File: config.mk
export PLATFORM = sky130hd
export DESIGN_NAME = conv_window_buffer
export DESIGN_NICKNAME = d
export VERILOG_FILES = /design/src/rtl/conv_pkg.sv /design/src/rtl/conv_line_buffer.sv /design/src/rtl/conv_window_buffer.sv
export SDC_FILE = /design/constraint.sdc
export NUM_CORES = 2
export LEC_CHECK = 0
export CORE_ASPECT_RATIO = 1.4
export CORE_UTILIZATION = 60
export CTS_BUF_LIST = sky130_fd_sc_hd__clkbuf_4 sky130_fd_sc_hd__clkbuf_8 sky130_fd_sc_hd__clkbuf_16
export CTS_CLUSTER_SIZE = 10
export DETAILED_ROUTE_END_ITERATION = 16
export PLACE_DENSITY = 0.81
export SLEW_MARGIN = 10
export SYNTH_ARGS = -nofsm -noshare
export SYNTH_HDL_FRONTEND = slang
export SYNTH_SLANG_ARGS = --single-unit
File: constraint.sdc
create_clock -name clk -period 4.85 [get_ports clk]
set_clock_uncertainty 0.15 [all_clocks]
set_input_delay 1.2125 -clock clk [delete_from_list [all_inputs] [get_ports clk]]
set_output_delay 1.2125 -clock clk [all_outputs]
set_load 0.02 [all_outputs]
File: src/rtl/conv_pkg.sv
// Shared pixel/window types and sizing helpers for the conv_window_buffer / conv_layer family.
package conv_pkg;

  localparam int DEF_INPUT_SIZE     = 32;
  localparam int DEF_INPUT_CHANNELS = 3;
  localparam int DEF_KERNEL_SIZE    = 3;
  localparam int DEF_PX_SIZE        = 8;

  typedef logic [DEF_PX_SIZE-1:0] px_t;
  typedef px_t [DEF_INPUT_CHANNELS-1:0] pixel_t;
  typedef pixel_t [DEF_KERNEL_SIZE-1:0][DEF_KERNEL_SIZE-1:0] window_t;

  // Valid output edge for a stride-1, unpadded KxK window.
  function automatic int out_size(input int in_size, input int k);
    return in_size - (k - 1);
  endfunction

endpackage

File: src/rtl/conv_line_buffer.sv
// One frame row of pixels in block-RAM style storage with a registered read port.
// The caller presents the read address one accept ahead so data is ready when the pixel arrives.
module conv_line_buffer #(
  parameter  int DEPTH = 32,
  parameter  int WIDTH = 24,
  localparam int AW    = (DEPTH > 1) ? $clog2(DEPTH) : 1
) (
  input  logic             clk,
  input  logic             wr_en,
  input  logic [AW-1:0]    wr_addr,
  input  logic [WIDTH-1:0] wr_data,
  input  logic [AW-1:0]    rd_addr,
  output logic [WIDTH-1:0] rd_data
);

  logic [WIDTH-1:0] mem [DEPTH];

  always_ff @(posedge clk) begin
    if (wr_en) begin
      mem[wr_addr] <= wr_data;
    end
    rd_data <= mem[rd_addr];
  end

endmodule

File: src/rtl/conv_window_buffer.sv
// Streaming KxK sliding-window generator (stride 1, no padding) over row-major pixel beats.
// Optional CONV_WIN_SYNC_EN adds s_sof, which forces the accepted beat to position (0,0).
module conv_window_buffer
  import conv_pkg::*;
#(
  parameter  int INPUT_SIZE     = DEF_INPUT_SIZE,
  parameter  int INPUT_CHANNELS = DEF_INPUT_CHANNELS,
  parameter  int KERNEL_SIZE    = DEF_KERNEL_SIZE,
  parameter  int PX_SIZE        = DEF_PX_SIZE,
  localparam int OUTPUT_SIZE    = out_size(INPUT_SIZE, KERNEL_SIZE),
  localparam int OW             = (OUTPUT_SIZE > 1) ? $clog2(OUTPUT_SIZE) : 1
) (
  input  logic clk,
  input  logic rst_n,
  input  logic s_valid,
  output logic s_ready,
  input  logic [INPUT_CHANNELS-1:0][PX_SIZE-1:0] s_px,
`ifdef CONV_WIN_SYNC_EN
  input  logic s_sof,
`endif
  output logic m_valid,
  input  logic m_ready,
  output logic [KERNEL_SIZE-1:0][KERNEL_SIZE-1:0][INPUT_CHANNELS-1:0][PX_SIZE-1:0] m_window,
  output logic [OW-1:0] m_row,
  output logic [OW-1:0] m_col,
  output logic frame_done
);

  localparam int CW = $clog2(INPUT_SIZE);
  localparam int PW = INPUT_CHANNELS * PX_SIZE;
  localparam logic [CW-1:0] LAST  = CW'(INPUT_SIZE - 1);
  localparam logic [CW-1:0] KM1   = CW'(KERNEL_SIZE - 1);
  localparam logic [OW-1:0] OLAST = OW'(OUTPUT_SIZE - 1);

  logic [CW-1:0] row_reg, col_reg;
  logic [CW-1:0] cur_row, cur_col, row_next, col_next;
  logic          accept, emit;
  logic          m_valid_reg;
  logic [OW-1:0] m_row_reg, m_col_reg;

  logic [KERNEL_SIZE-1:0][PW-1:0]                  column;
  logic [KERNEL_SIZE-2:0][PW-1:0]                  lb_rd;
  logic [KERNEL_SIZE-1:0][KERNEL_SIZE-1:0][PW-1:0] win_reg;

  assign s_ready = !m_valid_reg || m_ready;
  assign accept  = s_valid && s_ready;

`ifdef CONV_WIN_SYNC_EN
  assign cur_row = s_sof ? '0 : row_reg;
  assign cur_col = s_sof ? '0 : col_reg;
`else
  assign cur_row = row_reg;
  assign cur_col = col_reg;
`endif

  assign emit = accept && (cur_row >= KM1) && (cur_col >= KM1);

  always_comb begin
    row_next = row_reg;
    col_next = col_reg;
    if (accept) begin
      if (cur_col == LAST) begin
        col_next = '0;
        row_next = (cur_row == LAST) ? '0 : cur_row + 1'b1;
      end else begin
        col_next = cur_col + 1'b1;
        row_next = cur_row;
      end
    end
  end

  // Column entering the window: buffered rows oldest-first, then the live pixel.
  // Each buffer is rewritten with the column shifted up by one row.
  assign column[KERNEL_SIZE-1] = s_px;

  generate
    for (genvar gi = 0; gi < KERNEL_SIZE - 1; gi++) begin : g_lb
      assign column[gi] = lb_rd[gi];

      conv_line_buffer #(
        .DEPTH (INPUT_SIZE),
        .WIDTH (PW)
      ) u_lb (
        .clk     (clk),
        .wr_en   (accept),
        .wr_addr (cur_col),
        .wr_data (column[gi+1]),
        .rd_addr (col_next),
        .rd_data (lb_rd[gi])
      );
    end
  endgenerate

  // Window rows shift left on every accept, including row-start flush columns.
  generate
    for (genvar gi = 0; gi < KERNEL_SIZE; gi++) begin : g_win
      always_ff @(posedge clk or negedge rst_n) begin
        if (!rst_n) begin
          win_reg[gi] <= '0;
        end else if (accept) begin
          for (int kx = 0; kx < KERNEL_SIZE - 1; kx++) begin
            win_reg[gi][kx] <= win_reg[gi][kx+1];
          end
          win_reg[gi][KERNEL_SIZE-1] <= column[gi];
        end
      end
    end
  endgenerate

  always_ff @(posedge clk or negedge rst_n) begin
    if (!rst_n) begin
      row_reg     <= '0;
      col_reg     <= '0;
      m_valid_reg <= 1'b0;
      m_row_reg   <= '0;
      m_col_reg   <= '0;
    end else begin
      row_reg <= row_next;
      col_reg <= col_next;
      if (accept) begin
        m_valid_reg <= emit;
        if (emit) begin
          m_row_reg <= OW'(cur_row - KM1);
          m_col_reg <= OW'(cur_col - KM1);
        end
      end else if (m_ready) begin
        m_valid_reg <= 1'b0;
      end
    end
  end

  assign m_valid    = m_valid_reg;
  assign m_window   = win_reg;
  assign m_row      = m_row_reg;
  assign m_col      = m_col_reg;
  assign frame_done = m_valid_reg && m_ready && (m_row_reg == OLAST) && (m_col_reg == OLAST);

endmodule

==> results_dict.tcl <==
set metrics [dict create \
    ioPinCount 257 \
    grt_pass1_wl_um 286000 \
    rr_startpoint "col_reg[0]" \
    synth_area_um2 70200 \
    dr.pass1.iters 14 \
    clkLatencyLatePin_ns 0.83 \
    async_flop_share 0.130 \
    final_cells 6963 \
    place_hpwl_um 108000 \
    numCtsBuffers 200 \
    clk_path_buf_depth 3 \
    rrSetupSlack_ns 0.37 \
    power_density_nw_per_um2 650 \
    rsz0062_at_grt "no" \
    core_area_um2 116000 \
    syn_nets 5051 \
    min_path_type "in -> async" \
    dp_cells 6610 \
    drv_slew 0 \
    grt_antenna_before_repair 4 \
    drt_iter0_markers 6471 \
    post-place-ws_ns 0.158 \
    synth_largest_area_cell "edfxtp_1" \
    r2r_end "g_lb[1].u_lb.rd_data[23]" \
    cp_data_arrival_time_ns 5.01 \
    cts_sinks 1821 \
    cts_tree "done" \
    nNetsFinal 5352 \
    synth_cells 5011 \
    synth.area.top_cells "edfxtp_1, dfrtp_1, nand2_1" \
    area_delta_synth_final_pct 16.7 \
    globalplace.congestion 0.883 \
    finalCritPeriodShare 0.925 \
    path_class "reg -> reg" \
    power.leakage_uw 0.0297 \
    ctsHtreeMaxLevel 4 \
    holdWs_ns 0.197 \
    cts_setup_buffers 0 \
    synth.distinct_cells 61 \
    fmax_ghz 0.223 \
    drt_wl_total_um 196000 \
    ys_ff_latch 1821 \
    violations "design-rule violations" \
    avgSynthCellArea_um2 14.0 \
    via_per_inst 6.67 \
    postCtsResizedCells 0 \
    ant_nets 0 \
    ctsHoldBuffers 0 \
    r2r_cells 13 \
    avgRoutedWirePerCell_um 28.2 \
    fin_ws_ns 0.366 \
    max-slew-margin-rel 0.0647 \
    ir_worst_vdd_uv 729 \
    required_ns 5.37 \
    cts_root_buf "clkbuf_16" \
    grt_pass1_vias 45900 \
    top_register "g_lb.u_lb.mem" \
    drc 4 \
    cts.clk_slew.worst_paths_ns 0.06 \
    vias 46400 \
    synth_common_cells "edfxtp_1, nand2_1, nand3_1" \
    grt.overflow.total 0 \
    dieWidth_um 291 \
    setup_viol 0 \
    largest_reg_flops 1536 \
    end_kind "flop" \
    yosysMostFrequentCell "edfxtp_1" \
    io_buffer_count 256 \
    outcome "finished with violations" \
    rows 148 \
    hold_viol_final 0 \
    maxCapViolCount 0 \
    ys.flop_type "edfxtp_1" \
    drive_above_1_share 0.111 \
    tightest_slew_ns 1.40 \
    ys_seq_area_frac 0.755 \
    dieArea_um2 118000 \
    die_y_um 407 \
    synth_top_area_share 0.657 \
    path_max_fanout 67 \
    grt_start_max_net_pins 218 \
    track_usage 0.329 \
    synth-edff-count 1536 \
    start_kind "flop" \
    min_period_ns 4.48 \
    synth_warnings 0 \
    initial_core_util 0.605 \
    fin_setup_tns_ns 0 \
]
## cell type report
cell class,count,area [um2]
tap,1500,1880
multi-input combinational,2834,15900
clock inverter,17,383
sequential,1821,53000
timing repair buffer,441,4600
fill,6864,34200
antenna,3,7.51
clock buffer,333,6010
inverter,14,88.8
## how the worst max path moves through the flow
stage,endpoint,startpoint,slack (ns)
6_report,g_lb[1].u_lb.rd_data[23],col_reg[0],0.37
5_1_grt,g_lb[0].u_lb.rd_data[0],col_reg[0],0.24
4_1_cts,g_lb[1].u_lb.rd_data[23],col_reg[0],0.51
3_5_place_dp,g_lb[1].u_lb.rd_data[23],m_ready,0.16
3_3_place_gp,g_lb[1].u_lb.rd_data[23],m_ready,0.22
2_1_floorplan,g_lb[0].u_lb.mem[26][0],m_ready,-0.01
## metal layers
layer | wire [um] | GRT usage | up-vias
met1 | 63300 | 0.391 | 22600
met5 | 20 | 0 | -
met2 | 95300 | 0.550 | 3557
met4 | 14500 | 0.215 | 2
li1 | - | - | 19400
met3 | 23100 | 0.0669 | 898
## stage by stage
step | area (um2) | total power (uW) | util
CTS | 81900 | 52900 | 0.705
finish | 81900 | 53200 | 0.706
global route | 81900 | 54900 | 0.705
floorplan | 70200 | 31200 | -
global placement | 75500 | 37700 | 0.650
detailed placement | 75500 | 38300 | 0.650
## cell usage in the layout (no fill, tap or decap), drive strengths merged, types with 14 or more instances in the layout
cell type,n
and3,183
nand4,83
inv,17
buf,187
o21ai,27
mux2i,192
clkdlybuf4s50,254
a32oi,48
a31oi,16
nand2,1339
clkinv,14
edfxtp,1536
clkbuf,333
a221oi,14
o2111ai,48
a311oi,71
nor2,51
nand3,337
a211oi,263
dfxtp,48
nor4,48
dfrtp,237
## worst max-delay path, stage by stage, from the launching register on
cell      delay, ns
dfrtp_1        0.62
ha_1           0.49
and3_1         0.22
ha_1           0.48
nor2b_1        0.17
and3_1         0.30
nor2_4         0.21
clkinv_8       0.08
buf_12         0.19
buf_4          0.28
a211oi_1       0.31
a211oi_1       0.10
nor4_1         0.54
nand3_1        0.13
## cells by family (layout without fill, tap and decap cells)
group,after synthesis,after routing,synth area share
flip-flops,1821,1821,0.755
AO/OA/AOI/OAI,559,559,0.0621
AND/OR/NAND/NOR,2065,2065,0.129
multiplexers,193,193,0.0275
other,0,3,0
buffers and inverters,356,805,0.0234
XOR/XNOR,5,5,0.000624
adder cells (fa/ha/maj),12,12,0.00214
## power by group
part / internal (uW) / switching [uW]
logic: 5600 / 11800
clock network: 8500 / 6010
registers: 19700 / 1590
Note: power is estimated with default switching activity, not from simulation.
